## src/rtl/mby_gmm_pkg.sv

```systemverilog
// Shared widths, watermark-update record and scheduler states for the GCM RX watermark controller.
package mby_gmm_pkg;

    localparam int unsigned N_PORTS = 16;
    localparam int unsigned CNT_W   = 16;
    localparam int unsigned PORT_W  = $clog2(N_PORTS);
    localparam int unsigned GCNT_W  = CNT_W + 4;

    typedef logic [PORT_W-1:0] port_t;
    typedef logic [CNT_W-1:0]  cnt_t;
    typedef logic [GCNT_W-1:0] gcnt_t;

    localparam cnt_t CNT_MAX = '1;

    typedef struct packed {
        port_t port;
        logic  drop;
    } wm_upd_t;

    typedef enum logic {StIdle, StOffer} wm_st_e;

    function automatic port_t next_port(input port_t p);
        return (p == port_t'(N_PORTS - 1)) ? '0 : p + port_t'(1);
    endfunction

    // A degenerate window (lo >= hi) collapses to a plain threshold compare.
    function automatic logic drop_next(input cnt_t cnt, input logic drop,
                                       input cnt_t hi, input cnt_t lo);
        if (lo >= hi) return cnt >= hi;
        if (cnt >= hi) return 1'b1;
        if (cnt <= lo) return 1'b0;
        return drop;
    endfunction

endpackage

```

## src/rtl/mby_gcm_rx_wm_rr_arb.sv

```systemverilog
// Round-robin picker: lowest requesting port at or after ptr_i, wrapping.
module mby_gcm_rx_wm_rr_arb
    import mby_gmm_pkg::*;
(
    input  logic [N_PORTS-1:0] req_i,
    input  port_t              ptr_i,
    output logic               gnt_valid_o,
    output port_t              gnt_port_o
);

    int unsigned idx;
    port_t       cand;

    // Scan from the far end down so the nearest requester is the last one written.
    always_comb begin
        gnt_valid_o = 1'b0;
        gnt_port_o  = '0;
        idx         = 0;
        cand        = '0;
        for (int i = N_PORTS - 1; i >= 0; i--) begin
            idx  = (int'(ptr_i) + i) % N_PORTS;
            cand = port_t'(idx);
            if (req_i[cand]) begin
                gnt_valid_o = 1'b1;
                gnt_port_o  = cand;
            end
        end
    end

endmodule

```

## src/rtl/mby_gcm_rx_wm_ctrl.sv

```systemverilog
// Per-port RX segment counters with hysteretic drop watermarks and a round-robin update offer to IGR.
// Optional global usage counter and global_drop output when MBY_GCM_RX_WM_GLOBAL_EN is defined.
module mby_gcm_rx_wm_ctrl
    import mby_gmm_pkg::*;
(
    input  logic  clk,
    input  logic  rst,
    input  logic  enq_valid,
    input  port_t enq_port,
    input  logic  deq_valid,
    input  port_t deq_port,
    input  cnt_t  cfg_wm_hi,
    input  cnt_t  cfg_wm_lo,
    output logic  wm_valid,
    input  logic  wm_ready,
    output port_t wm_port,
    output logic  wm_drop,
    output logic  err_underflow
`ifdef MBY_GCM_RX_WM_GLOBAL_EN
    ,
    input  gcnt_t cfg_gwm,
    output logic  global_drop
`endif
);

    cnt_t               cnt_q [N_PORTS];
    cnt_t               cnt_d [N_PORTS];
    logic [N_PORTS-1:0] inc, dec, uflow;
    logic [N_PORTS-1:0] drop_q, drop_d, pend_q, pend_d, clr;
    logic               err_q, err_d;
    port_t              rr_q, rr_d, arb_ptr, gnt_port;
    logic               gnt_valid, load;
    wm_st_e             state_q, state_d;
    wm_upd_t            upd_q, upd_d;

    assign inc = {{(N_PORTS - 1){1'b0}}, enq_valid} << enq_port;
    assign dec = {{(N_PORTS - 1){1'b0}}, deq_valid} << deq_port;

    always_comb begin
        uflow = '0;
        for (int p = 0; p < N_PORTS; p++) begin
            cnt_d[p] = cnt_q[p];
            if (inc[p] && !dec[p]) begin
                if (cnt_q[p] != CNT_MAX) cnt_d[p] = cnt_q[p] + 1'b1;
            end else if (dec[p] && !inc[p]) begin
                if (cnt_q[p] == '0) uflow[p] = 1'b1;
                else                cnt_d[p] = cnt_q[p] - 1'b1;
            end
            drop_d[p] = drop_next(cnt_d[p], drop_q[p], cfg_wm_hi, cfg_wm_lo);
        end
    end

    assign err_d  = err_q | (|uflow);
    // A drop change always re-arms pending, even for the port being granted this cycle.
    assign pend_d = (pend_q & ~clr) | (drop_d ^ drop_q);

    // While offering, arbitrate from past the current grant so a handshake can chain without a bubble.
    assign arb_ptr = (state_q == StOffer) ? next_port(upd_q.port) : rr_q;

    mby_gcm_rx_wm_rr_arb u_rr_arb (
        .req_i       (pend_q),
        .ptr_i       (arb_ptr),
        .gnt_valid_o (gnt_valid),
        .gnt_port_o  (gnt_port)
    );

    always_comb begin
        state_d = state_q;
        upd_d   = upd_q;
        rr_d    = rr_q;
        clr     = '0;
        load    = 1'b0;
        unique case (state_q)
            StIdle: load = gnt_valid;
            StOffer: begin
                if (wm_ready) begin
                    rr_d = next_port(upd_q.port);
                    load = gnt_valid;
                    if (!gnt_valid) state_d = StIdle;
                end
            end
        endcase
        if (load) begin
            upd_d.port    = gnt_port;
            upd_d.drop    = drop_q[gnt_port];
            clr[gnt_port] = 1'b1;
            state_d       = StOffer;
        end
    end

    always_ff @(posedge clk or posedge rst) begin
        if (rst) begin
            for (int p = 0; p < N_PORTS; p++) cnt_q[p] <= '0;
            drop_q  <= '0;
            pend_q  <= '0;
            err_q   <= 1'b0;
            rr_q    <= '0;
            state_q <= StIdle;
            upd_q   <= '0;
        end else begin
            cnt_q   <= cnt_d;
            drop_q  <= drop_d;
            pend_q  <= pend_d;
            err_q   <= err_d;
            rr_q    <= rr_d;
            state_q <= state_d;
            upd_q   <= upd_d;
        end
    end

    assign wm_valid      = (state_q == StOffer);
    assign wm_port       = upd_q.port;
    assign wm_drop       = upd_q.drop;
    assign err_underflow = err_q;

`ifdef MBY_GCM_RX_WM_GLOBAL_EN
    gcnt_t gcnt_q, gcnt_d;
    logic  g_inc, g_dec, gdrop_q;

    // A free that underflows its port never reached the pool, so it is not subtracted globally.
    assign g_inc = |(inc & ~dec);
    assign g_dec = |(dec & ~inc & ~uflow);

    always_comb begin
        gcnt_d = gcnt_q;
        if (g_inc && !g_dec && gcnt_q != '1)      gcnt_d = gcnt_q + 1'b1;
        else if (g_dec && !g_inc && gcnt_q != '0) gcnt_d = gcnt_q - 1'b1;
    end

    always_ff @(posedge clk or posedge rst) begin
        if (rst) begin
            gcnt_q  <= '0;
            gdrop_q <= 1'b0;
        end else begin
            gcnt_q  <= gcnt_d;
            gdrop_q <= (gcnt_d >= cfg_gwm);
        end
    end

    assign global_drop = gdrop_q;
`endif

endmodule

```

## config.mk

```make
export PLATFORM = sky130hd
export DESIGN_NAME = mby_gcm_rx_wm_ctrl
export DESIGN_NICKNAME = d
export VERILOG_FILES = /design/src/rtl/mby_gmm_pkg.sv /design/src/rtl/mby_gcm_rx_wm_rr_arb.sv /design/src/rtl/mby_gcm_rx_wm_ctrl.sv
export SDC_FILE = /design/constraint.sdc
export NUM_CORES = 2
export LEC_CHECK = 0
export BUFFER_PORTS_ARGS = -buffer_cell sky130_fd_sc_hd__buf_2
export CORE_ASPECT_RATIO = 0.7
export CORE_UTILIZATION = 58
export CTS_BUF_LIST = sky130_fd_sc_hd__clkbuf_8
export DETAILED_ROUTE_END_ITERATION = 8
export HOLD_SLACK_MARGIN = 0.12
export PLACE_DENSITY = 0.74
export REMOVE_ABC_BUFFERS = 1
export SLEW_MARGIN = 20
export SYNTH_ARGS = -nofsm -noshare
export SYNTH_HDL_FRONTEND = slang
export SYNTH_SLANG_ARGS = --single-unit
```

## constraint.sdc

```tcl
create_clock -name clk -period 11.3 [get_ports clk]
set_input_delay 1.695 -clock clk [delete_from_list [all_inputs] [get_ports clk]]
set_output_delay 1.695 -clock clk [all_outputs]
set_load 0.1 [all_outputs]
```

==> flow_summary.yaml <==
clocking:
  cts-htree-levels: 2
  clock-sinks: 299
  clk_latency_ns: 0.71
  cts_buffers: 55
  cts_buffer_depth: 3
  cts_setup_buffers: 0
  clockRootBuffer: "clkbuf_8"
  cts_tree: "yes"
  cts_resized: 0
  cts.clk_slew.worst_paths_ns: 0.06
  postCtsHoldBufs: 0
sta:
  rsz0062_at_grt: "false"
  skew_ns: 0.0491
  period_share: 0.585
  setup-violations-final: 0
  finalHoldViolations: 0
  fmax_mhz: 151
  worst_pin_slew_ns: 1.24
  finalCriticalPeriod_ns: 6.61
  drv_slew: 0
  tns_ns: 0
  slew_headroom: 0.168
synthesis:
  async_flop_share: 1.00
  yosysTopAreaCellShare: 0.238
  synth_top_area_cell: "dfrtp_1"
  synth.area.top_cells: "dfrtp_1 24%, ha_1 23%, a21o_1 4.0%"
  ys_seq_area_frac: 0.238
  syn_avg_cell_area_um2: 8.71
  synth_cells: 3603
  synth_edf_count: 0
  yosysWarnings: 0
  synthFlopType: "dfrtp_1"
  syn_area_um2: 31400
  ys_ff_latch: 299
  ys_types: 88
die:
  die_y_um: 197
  rows: 70
  core_area_um2: 52800
  dieWidth_um: 280
  floorplan.initialDensity: 0.595
  ios: 52
  dieArea_um2: 55100
pwr:
  switchingPower_uw: 4350
  p_clk_frac: 0.136
  seq_power_share: 0.251
  finalPower_uw: 8540
  p_comb_frac: 0.614
  power_density_nw_per_um2: 253
  internal_power_uw: 4200
  cellLeakagePower_uw: 0.0165
  ir_drop_mv: 0.171
  p_sw_frac: 0.509
detailed_routing:
  drt_iter0_markers: 3128
  first_pass_iters: 6
  routed_wl_um: 109000
  antenna_left: 0
  drc: 0
  vias: 30100
  drt-vias-per-instance: 6.79
  routedWlPerCell_um: 24.5
critical_path:
  crit_fanout: 16
  worstSetupEndpointType: "flip-flop"
  critPathRequiredTime_ns: 11.81
  ff2ff_setup_slack_ns: 4.69
  arrival_ns: 7.12
  critical_path_class: "reg2reg"
  start_kind: "flip-flop"
  reg2reg_depth: 17
layout:
  layout_commonest_cell: "ha_1"
  nFillCells: 4423
  drive_gt1_frac: 0.0737
  layout_common_cells: "581 x ha_1, 299 x dfrtp_1, 258 x nand2_1"
  num-nets-final: 4299
  areaGrowthSynthToFinish_pct: 7.44
placed_design:
  buffer_ports.inserted: 51
  dp_hpwl_um: 77200
  gp_congestion: 0.995
global_routing:
  grt_pass1_vias: 28800
  grt_max_degree: 84
  antenna_found_initial: 5
  grt_pass1_wl_um: 167000
  grt_usage: 0.394
  grt_overflow: 0
flow_run:
  drv_cap: 0
hold_path:
  min_path_type: "reg2reg"
  min_path_cells: 1
run_status:
  status: "finished clean"
[Yosys cell counts, types with 25 or more instances]
cell      number
ha_1         581
dfrtp_1      299
nand2_1      258
nor2_1       223
o21ai_0      221
a21oi_1      211
a21o_1       169
nand3_1      127
inv_1        125
xnor2_1      125
nand4_1      111
nor3_1        96
nand2b_1      93
nor2b_1       79
xor2_1        78
and3_1        64
clkbuf_1      60
mux2i_1       55
nor4_1        54
a31oi_1       45
o21a_1        44
or3_1         38
o22ai_1       34
or2_2         25
[cell families (layout without fill, tap and decap cells)]
family / after synthesis / after routing / synth area share
simple gates: 1279 / 1279 / 0.214
compound gates: 951 / 951 / 0.198
fa+ha+maj: 581 / 581 / 0.232
flops: 299 / 299 / 0.238
xor+xnor: 205 / 205 / 0.0577
buf+inv: 200 / 313 / 0.0252
mux: 88 / 88 / 0.0357
other cells: 0 / 2 / 0
[routing by layer]
metal  track usage  part of all wire  vias to the layer above
li1              -                 -                    13800
met1         0.540              0.42                    14300
met2         0.574              0.41                     1627
met3         0.106              0.12                      362
met4         0.186             0.049                       10
met5             0           0.00081                        -
[layout make-up]
class / count / area (µm²) / area share
Antenna cell: 2 / 5.00 / 0.000148
Clock buffer: 70 / 963 / 0.0286
Clock inverter: 30 / 216 / 0.00642
Inverter: 126 / 483 / 0.0143
Multi-Input combinational cell: 3104 / 23100 / 0.686
Sequential cell: 299 / 7480 / 0.222
Tap cell: 720 / 901 / 0.0267
Timing Repair Buffer: 87 / 549 / 0.0163
[worst max-delay path: stages, from the launching register on]
cell and delay (ns):
dfrtp_1 0.46, ha_1 0.29, xnor2_1 0.19, a21o_1 0.53
inv_1 0.42, ha_1 0.41, a221o_1 0.35, a211oi_2 0.50
mux2i_1 0.18, mux2_2 0.33, o21ai_0 0.13, a31oi_1 0.07
o21ai_0 0.51, a21oi_2 0.19, o21ai_0 0.72, nand2_1 0.31
o21ai_0 0.69, nand3_1 0.13
[power by group through the flow]
| stage | clock [µW] | combinational [µW] | sequential [µW] |
|---|---|---|---|
| 6_report | 1160 | 5240 | 2140 |
| 3_3_place_gp | 0 | 4870 | 2090 |
| 5_1_grt | 1210 | 5730 | 2200 |
| 3_5_place_dp | 0 | 5070 | 2120 |
| 2_1_floorplan | 0 | 3690 | 2010 |
| 4_1_cts | 1170 | 5100 | 2110 |
[state kept, by name, summed over array words and instances (netlist names)]
signal and count:
rr_q 4, wm_valid 1, wm_drop 1, err_underflow 1
drop_q 16, cnt_q 256, wm_port 4, pend_q 16
[stage by stage]
| step | setup WS, ns | utilization | hold slack, ns | cell area (µm²) | instances |
|---|---|---|---|---|---|
| floorplan | 1.34 | - | 0.451 | 31100 | 3529 |
| global placement | 4.51 | 0.616 | 0.468 | 32500 | 4335 |
| detailed placement | 4.39 | 0.616 | 0.476 | 32500 | 4335 |
| CTS | 4.61 | 0.638 | 0.490 | 33700 | 4435 |
| global route | 4.38 | 0.639 | 0.505 | 33700 | 4436 |
| finish | 4.69 | 0.639 | 0.484 | 33700 | 4438 |
[path summary, 6_finish.rpt]
| kind | start | to |
|---|---|---|
| min reg2reg | rr_q[0]$_DFFE_PP0P_ | rr_q[0]$_DFFE_PP0P_ |
| max reg2reg | wm_port[0]$_DFFE_PP0P_ | pend_q[0]$_DFF_PP0_ |
| max in group asynchronous | rst | cnt_q[153]$_DFF_PP0_ |
| min | rr_q[0]$_DFFE_PP0P_ | rr_q[0]$_DFFE_PP0P_ |
| max | wm_port[0]$_DFFE_PP0P_ | pend_q[0]$_DFF_PP0_ |
| min in group asynchronous | rst | cnt_q[34]$_DFF_PP0_ |
(Power assumes the default switching activity.)
